$ cat src/rtl/fetch_queue.sv
// fetch_queue: instruction fetch queue sitting between instruction memory and
// decode. A fetch PC register drives imem_addr; each accepted word is stored
// as a {pc, instr} pair in a circular buffer of DEPTH entries. The head entry
// is presented to decode with a valid/ready handshake.
//
// Handshake: out_valid/out_ready follow strict valid/ready semantics. A
// transfer happens on a rising edge where both are 1. Once out_valid is
// raised, out_pc/out_instr hold until that transfer, unless redirect or
// reset_n flushes the queue.
//
// Optional feature: define FETCH_QUEUE_BYPASS_EN to present the memory word
// straight to decode while the queue is empty. This removes the one-cycle
// fetch-to-decode latency. The default build leaves the macro undefined and
// always goes through the queue.
//
// There is no FSM here. The occupancy (count), the fetch PC (imem_addr) and
// the head entry are all visible on ports for checkers.

module fetch_queue #(
   parameter int          DEPTH    = 4,
   parameter logic [31:0] RESET_PC = 32'h0000_0000
) (
   input  logic                     clk,
   input  logic                     reset_n,
   output logic [31:0]              imem_addr,
   input  logic [31:0]              imem_data,
   input  logic                     redirect,
   input  logic [31:0]              redirect_pc,
   output logic                     out_valid,
   input  logic                     out_ready,
   output logic [31:0]              out_pc,
   output logic [31:0]              out_instr,
   output logic [$clog2(DEPTH):0]   count
);

   localparam int AW = $clog2(DEPTH);
   localparam int CW = AW + 1;
   localparam logic [CW-1:0] DEPTH_C = CW'(DEPTH);

   // Architectural state
   logic [31:0]   fetch_pc_q, fetch_pc_d;
   logic [AW-1:0] rd_ptr_q, rd_ptr_d;
   logic [AW-1:0] wr_ptr_q, wr_ptr_d;
   logic [CW-1:0] count_q, count_d;

   // Entry storage (no reset needed; count_q qualifies every read)
   logic [31:0]   pc_mem_q    [DEPTH];
   logic [31:0]   instr_mem_q [DEPTH];

   // Per-cycle control
   logic q_valid;     // queue holds at least one entry
   logic byp_active;  // empty-queue bypass is presenting the memory word
   logic pop;         // handshake completes this cycle
   logic pop_q;       // handshake consumes a stored entry
   logic byp_take;    // handshake consumes the bypassed word directly
   logic full;
   logic advance;     // fetch_pc moves forward by one word
   logic push;        // memory word is written at the tail

   // Only word-aligned redirect targets are meaningful; the low bits are dropped.
   logic unused_redirect_lsbs;
   assign unused_redirect_lsbs = ^redirect_pc[1:0];

   assign imem_addr = fetch_pc_q;
   assign count     = count_q;

   // Decode-side view: head entry, or the memory word itself via the bypass.
   always_comb begin
      q_valid    = (count_q != '0);
      byp_active = 1'b0;
`ifdef FETCH_QUEUE_BYPASS_EN
      byp_active = reset_n && !q_valid && !redirect;
`endif
      out_valid  = reset_n && (q_valid || byp_active);
      out_pc     = '0;
      out_instr  = '0;
      if (reset_n) begin
         if (byp_active) begin
            out_pc    = fetch_pc_q;
            out_instr = imem_data;
         end else begin
            out_pc    = pc_mem_q[rd_ptr_q];
            out_instr = instr_mem_q[rd_ptr_q];
         end
      end
   end

   // Next-state: redirect flushes ahead of push; pop and push may share a cycle.
   always_comb begin
      full     = (count_q == DEPTH_C);
      pop      = out_valid && out_ready;
      pop_q    = pop && q_valid;
      byp_take = pop && byp_active;
      advance  = reset_n && !redirect && (!full || pop);
      push     = advance && !byp_take;

      fetch_pc_d = fetch_pc_q;
      rd_ptr_d   = rd_ptr_q;
      wr_ptr_d   = wr_ptr_q;
      count_d    = count_q;

      if (redirect) begin
         fetch_pc_d = {redirect_pc[31:2], 2'b00};
         rd_ptr_d   = '0;
         wr_ptr_d   = '0;
         count_d    = '0;
      end else begin
         if (advance) fetch_pc_d = fetch_pc_q + 32'd4;
         if (pop_q)   rd_ptr_d   = rd_ptr_q + 1'b1;
         if (push)    wr_ptr_d   = wr_ptr_q + 1'b1;
         count_d = count_q + CW'(push) - CW'(pop_q);
      end
   end

   // Pointer, count and fetch PC registers; reset empties the queue at once.
   always_ff @(posedge clk or negedge reset_n) begin
      if (!reset_n) begin
         fetch_pc_q <= RESET_PC;
         rd_ptr_q   <= '0;
         wr_ptr_q   <= '0;
         count_q    <= '0;
      end else begin
         fetch_pc_q <= fetch_pc_d;
         rd_ptr_q   <= rd_ptr_d;
         wr_ptr_q   <= wr_ptr_d;
         count_q    <= count_d;
      end
   end

   // Tail write of the {pc, instr} pair.
   always_ff @(posedge clk) begin
      if (push) begin
         pc_mem_q[wr_ptr_q]    <= fetch_pc_q;
         instr_mem_q[wr_ptr_q] <= imem_data;
      end
   end

endmodule

$ cat config.mk
export PLATFORM = sky130hd
export DESIGN_NAME = fetch_queue
export DESIGN_NICKNAME = d
export VERILOG_FILES = /design/src/rtl/fetch_queue.sv
export SDC_FILE = /design/constraint.sdc
export NUM_CORES = 1
export LEC_CHECK = 0
export CELL_PAD_IN_SITES_DETAIL_PLACEMENT = 1
export CELL_PAD_IN_SITES_GLOBAL_PLACEMENT = 2
export CORE_ASPECT_RATIO = 1.1
export CORE_MARGIN = 3
export CORE_UTILIZATION = 43
export CTS_CLUSTER_DIAMETER = 40
export DETAILED_ROUTE_END_ITERATION = 10
export PLACE_DENSITY = 0.95
export SLEW_MARGIN = 5
export SYNTH_ARGS = -nofsm -noshare
export SYNTH_HDL_FRONTEND = slang
export SYNTH_SLANG_ARGS = --single-unit
export TNS_END_PERCENT = 20
$ cat constraint.sdc
create_clock -name clk -period 5.7 [get_ports clk]
set_input_delay 0.855 -clock clk [delete_from_list [all_inputs] [get_ports clk]]
set_output_delay 0.855 -clock clk [all_outputs]
set_load 0.02 [all_outputs]
==> flow_metrics.py, run 1 <==
metrics = {
    "floorplan": {
        "die_y_um": 180,
        "boundaryPins": 168,
        "dieArea_um2": 29400,
        "die_x_um": 164,
        "core_area_um2": 26500,
        "rows": 62,
        "start_util_pct": 44.4,
    },
    "synthesis": {
        "syn_area_um2": 11800,
        "synth.distinct_cells": 58,
        "yosys.area.top_type": "edfxtp_1",
        "synth_edf_count": 248,
        "ys_warn_count": 0,
        "synthFlopType": "edfxtp_1",
        "syn_inst": 673,
        "avgSynthCellArea_um2": 17.5,
        "synth_area_leaders": "edfxtp_1 (63%), mux4_2 (12%), dfrtp_1 (7.9%)",
        "synth_seq_area_share_pct": 71.2,
        "synth_top_area_share_pct": 63.3,
        "synthArstFlopShare_pct": 13.0,
        "synth-seq-cells": 285,
    },
    "sta": {
        "rsz0062_at_grt": "no",
        "report.final.setup_viol": 0,
        "hold_violations": 0,
        "final_max_slew_viol_count": 0,
        "tns_ns": 0,
        "max_freq_mhz": 250,
        "finClkSkew_ns": 0.0116,
        "whs_ns": 0.417,
        "fin_crit_sh_pct": 70.3,
        "slew_headroom_pct": 32.3,
        "min_period_ns": 4.00,
        "worstMarginPinSlew_ns": 1.02,
    },
    "global_route": {
        "grt_pass1_wl_mm": 44.3,
        "gr-total-overflow": 0,
        "grt_max_degree": 64,
        "grt_pass1_vias": 7502,
        "grt_use_total_pct": 19.4,
        "antenna_found_initial": 0,
    },
    "detailed_routing": {
        "dr_wl_met2_mm": 14.7,
        "final_antenna_net_count": 0,
        "drt-wirelength-per-cell_um": 23.0,
        "topRoutingLayerUsed": "met4",
        "drt_iter0_markers": 517,
        "vias": 6835,
        "drc": 0,
        "wl_met3_mm": 1.37,
        "dr.pass1.iters": 5,
        "via_per_inst": 5.59,
        "wl_met1_mm": 11.6,
        "wirelength_mm": 28.1,
    },
    "cts": {
        "clk-insertion-delay-late_ns": 0.49,
        "cts_hold_buffers": 0,
        "path_clk_slew_ns": 0.05,
        "cts_max_level": 2,
        "cts_buffers": 37,
        "clk_path_buf_depth": 3,
        "post_cts_buffers": 0,
        "cts_resized": 0,
        "cts_root_buf": "clkbuf_16",
        "cts_tree": "built",
        "clock_sinks": 285,
    },
    "cells_and_area": {
        "layout-drive-gt1-share_pct": 16.4,
        "diodes": 0,
        "layout.nets": 921,
        "area.growth.synth_to_final_pct": 27.2,
        "final_core_util_pct": 56.4,
        "postLayoutCellArea_um2": 15000,
    },
    "setup_path": {
        "cp_max_fo": 36,
        "reg2reg_setup_slack_ns": 2.92,
        "crit_start": "rd_ptr_q[0]$_DFFE_PN0P_",
        "r2r_start": "count[1]$_DFF_PN0_",
        "cp_slowest_cell": "dfrtp_4",
        "worstSetupPathType": "flop to output pin",
        "worstPathCellList": "buf_4 > mux4_2 > and2_1 > clkdlybuf4s50_1",
        "cp-start-kind": "flop",
        "crit_path_end_kind": "output pin",
        "cpPeakStageDelay_ns": 0.89,
        "crit_required_ns": 4.85,
        "cp.arrival_ns": 3.15,
        "critPathTopFamily": "buffers and inverters",
        "worst-path-buf-inv": 2,
    },
    "power_and_ir_drop": {
        "p_leak_uw": 0.00492,
        "p_total_uw": 5650,
        "peakVddDrop_v": 0.000231,
        "cellPowerDensity_nw_per_um2": 377,
    },
    "status": {
        "status": "finished clean",
    },
    "flow_run": {
        "cap_violations": 0,
    },
    "place": {
        "place_congestion": 0.831,
        "post_dp_cell_area_um2": 13700,
        "hpwl_mm": 17.1,
        "port_buffers": 161,
    },
    "min_path": {
        "hold_class": "input port to async pin",
    },
}
## synthesized netlist by cell type (all sizes together) (2+ instances only)
cell type and number:
edfxtp 248, nand2b 2, ha 7, dfrtp 37, mux4 62, and2 65, a22o 2, nor3 7
clkbuf 22, a221o 4, nor4 7, nand3 23, nor4b 2, nor2b 4, xnor2 2, o31ai 5
o211ai 4, a31oi 6, or3 2, nor2 16, mux2 4, xor2 3, o311a 3, nand2 33
buf 15, o21ai 8, and3 8, a21oi 5, mux2i 2, o221a 2, o311ai 4, a311o 3
or4 11, and4 3, nand4 13, inv 15
## path summary, 6_finish.rpt
path,end,cells past startpoint
max in group asynchronous,rd_ptr_q[1]$_DFFE_PN0P_,2
min in group clk,wr_ptr_q[0]$_DFFE_PN0N_,1
setup / recovery,out_instr[7],4
hold reg to reg,wr_ptr_q[0]$_DFFE_PN0N_,1
hold / removal,imem_addr[26]$_DFFE_PN0N_,1
setup reg to reg,count[2]$_DFF_PN0_,10
## routing by layer
metal / track usage (%) / vias up
met2: 34.1 / 219
li1: - / 3030
met1: 25.6 / 3550
met3: 3.15 / 36
met4: 4.09 / 0
met5: 0 / -
## state kept, by name, summed over array words and instances, names as in the netlist
register     flops
imem_addr       30
count            3
instr_mem_q    128
rd_ptr_q         2
wr_ptr_q         2
pc_mem_q       120
## layout make-up
type	count	area (µm²)
Sequential cell	285	8380
Tap cell	352	440
Multi-Input combinational cell	338	3200
Timing Repair Buffer	167	1650
Fill cell	2454	11600
Clock inverter	18	267
Inverter	16	60.1
Clock buffer	46	970
## power breakdown
part	leakage (µW)	internal [µW]	switching, µW
clock	0.000605	1490	848
sequential	0.00270	2400	141
combinational	0.00162	399	367
## placed cells by master (no fill, tap or decap), drive strengths merged, types with 4 or more instances in the layout
master,n
and3,8
a31oi,6
inv,22
and2,65
nand2,33
nand3,23
dfrtp,37
mux4,62
buf,7
bufinv,6
a21oi,5
or4,11
o21ai,8
clkinv,6
o31ai,5
o211ai,4
o311ai,4
edfxtp,248
nor3,7
mux2,4
ha,7
nor4,7
nor2b,4
clkdlybuf4s50,160
nor2,16
clkbuf,46
a221o,4
conb,4
nand4,13
## kinds of logic (layout without fill, tap and decap cells)
| group | Yosys count | after routing | share of synthesized area, % |
|---|---|---|---|
| AND/OR/NAND/NOR | 200 | 200 | 9.78 |
| XOR/XNOR | 5 | 5 | 0.372 |
| adder cells (fa/ha/maj) | 8 | 8 | 0.914 |
| multiplexers | 68 | 68 | 12.4 |
| AO/OA/AOI/OAI | 53 | 53 | 3.42 |
| buffers and inverters | 53 | 247 | 1.90 |
| flip-flops | 285 | 285 | 71.2 |
| other | 1 | 4 | 0.0319 |
## worst register-to-register path: stages (launching register included)
cell and delay [ns]:
dfrtp_1 0.49, nor4b_2 0.75, nor2_2 0.08, clkinv_1 0.23
ha_1 0.28, inv_1 0.05, ha_1 0.13, inv_1 0.05
fa_1 0.37, xnor2_1 0.17, nor2_1 0.06
## metrics by stage
stage	instances	worst slack, ns
5_1_grt	1222	1.48
3_3_place_gp	1158	2.10
4_1_cts	1222	1.60
6_report	1222	1.70
2_1_floorplan	676	2.38
3_5_place_dp	1158	2.03
Power figures use the tool's default switching activity.
==> run 2: changes to the inputs <==
- CORE_UTILIZATION: 43 -> 40
- PLACE_DENSITY: 0.95 -> 0.9
- clock period: 5.7 -> 3.7 ns (I/O delays scaled with it)
==> run 2 against run 1 <==
Against the previous run:
- hold slack improved by 0.012 ns
- routed wire length rose by 1.4%
- sequential power rose by 53%
- via count rose by 1.0%
- power rose by 61%
- clock-buffer cell count fell by 3
- sequential share of layout area fell by 1.1 points
- final area rose by 2.0%
- combinational power rose by 61%
- core utilization fell by 3.5 points
- largest cell class unchanged
- largest power group is now clock
==> flow_metrics.py, run 2 (synthesis gave the netlist of run 1 again) <==
metrics = {
    "sta": {
        "min_period_ns": 3.37,
        "finClkSkew_ns": 0.0206,
        "max_freq_mhz": 296,
        "whs_ns": 0.429,
        "slew_headroom_pct": 31.1,
        "final_max_slew_viol_count": 0,
        "rsz0062_at_grt": "no",
        "worstMarginPinSlew_ns": 1.03,
        "hold_violations": 0,
        "tns_ns": 0,
        "fin_crit_sh_pct": 91.2,
        "report.final.setup_viol": 0,
    },
    "cts": {
        "cts_resized": 0,
        "post_cts_buffers": 0,
        "clk-insertion-delay-late_ns": 0.52,
        "clock_sinks": 285,
        "cts_max_level": 2,
        "clk_path_buf_depth": 3,
        "cts_root_buf": "clkbuf_16",
        "path_clk_slew_ns": 0.05,
        "cts_tree": "built",
        "cts_buffers": 40,
    },
    "cells_and_area": {
        "regMostFlops": "instr_mem_q",
        "postLayoutCellArea_um2": 15300,
        "layout-drive-gt1-share_pct": 18.6,
        "layout.nets": 932,
        "layout_common_cells": "edfxtp_1 (248), clkdlybuf4s50_1 (160), and2_1 (65), mux4_2 (62), clkbuf_16 (41)",
        "final_common_cell": "edfxtp_1",
        "final_core_util_pct": 52.9,
        "area.growth.synth_to_final_pct": 29.8,
        "diodes": 0,
        "fill_cells": 2660,
        "largest_register_ffs": 128,
    },
    "flow_run": {
        "cap_violations": 0,
    },
    "place": {
        "port_buffers": 161,
        "place_congestion": 0.832,
        "hpwl_mm": 17.3,
        "post_dp_cell_area_um2": 13800,
    },
    "floorplan": {
        "start_util_pct": 40.8,
        "rows": 65,
        "boundaryPins": 168,
        "dieArea_um2": 31500,
        "die_y_um": 186,
        "core_area_um2": 28900,
        "die_x_um": 170,
    },
    "setup_path": {
        "worstSetupPathType": "flop to output pin",
        "crit_required_ns": 3.14,
        "cp-start-kind": "flop",
        "reg2reg_depth": 4,
        "reg2reg_setup_slack_ns": 1.21,
        "cp.arrival_ns": 2.82,
        "cp_max_fo": 19,
        "crit_path_end_kind": "output pin",
    },
    "detailed_routing": {
        "vias": 6905,
        "via_per_inst": 5.50,
        "wirelength_mm": 28.5,
        "drt-wirelength-per-cell_um": 22.7,
        "dr.pass1.iters": 6,
        "final_antenna_net_count": 0,
        "drc": 0,
        "drt_iter0_markers": 439,
    },
    "power_and_ir_drop": {
        "p_leak_uw": 0.00504,
        "cellPowerDensity_nw_per_um2": 594,
        "peakVddDrop_v": 0.000286,
    },
    "global_route": {
        "grt_pass1_vias": 7555,
        "gr-total-overflow": 0,
        "grt_max_degree": 81,
        "antenna_found_initial": 0,
        "grt_use_total_pct": 18.4,
        "grt_pass1_wl_mm": 44.7,
    },
    "status": {
        "status": "finished clean",
    },
    "min_path": {
        "hold_class": "input port to async pin",
    },
}
-- run 2: path summary, 6_finish.rpt --
| check | end | from |
|---|---|---|
| setup / recovery | out_instr[28] | rd_ptr_q[0]$_DFFE_PN0P_ |
| hold / removal | count[1]$_DFF_PN0_ | reset_n |
| setup reg to reg | imem_addr[23]$_DFFE_PN0N_ | imem_addr[13]$_DFFE_PN0N_ |
| hold reg to reg | wr_ptr_q[0]$_DFFE_PN0N_ | wr_ptr_q[0]$_DFFE_PN0N_ |
| max in group asynchronous | rd_ptr_q[0]$_DFFE_PN0P_ | reset_n |
| min in group clk | wr_ptr_q[0]$_DFFE_PN0N_ | wr_ptr_q[0]$_DFFE_PN0N_ |
-- run 2: routing by layer --
metal  share of wire, %  track usage, %
met5                  0               0
met4                2.6            5.86
met3                4.3            3.31
met2                 50            31.3
met1                 43            24.2
-- run 2: metrics by stage --
stage                     setup WS, ns  power, µW  cells
after floorplan                  0.683       4610    676
after global placement           0.655       5170   1181
after detailed placement         0.576       5200   1181
after CTS                        0.236       9180   1255
after global routing             0.167       9440   1255
final                            0.327       9070   1255
-- run 2: repair_timing --
item                                    CTS  global route
endpoints found under the hold margin     8             0
hold buffers                              1             0
endpoints found under the setup margin    0             0
-- run 2: worst max-delay path: stages, from the launching register on --
cell	delay, ns
dfrtp_4	0.69
buf_4	0.35
mux4_2	0.55
and2_1	0.17
clkdlybuf4s50_1	0.53
-- run 2: layout make-up --
| cell class | count | area, µm² | share of cell area (%) |
|---|---|---|---|
| Inverter | 16 | 60.1 | 0.393 |
| Clock buffer | 43 | 1030 | 6.77 |
| Clock inverter | 30 | 379 | 2.48 |
| Sequential cell | 285 | 8380 | 54.9 |
| Timing Repair Buffer | 175 | 1750 | 11.5 |
| Tap cell | 368 | 460 | 3.02 |
| Multi-Input combinational cell | 338 | 3200 | 21.0 |
-- run 2: where the power goes --
group          switching (µW)  internal (µW)
Sequential                188           3700
Clock                    1460           2490
Combinational             597            635
Total                    2250           6830
==> run 3: changes to the inputs <==
- GPL_TIMING_DRIVEN: not set -> 1
==> results of run 3 <==
Same layout as run 2: the final DEF is identical, and so are final timing and power.
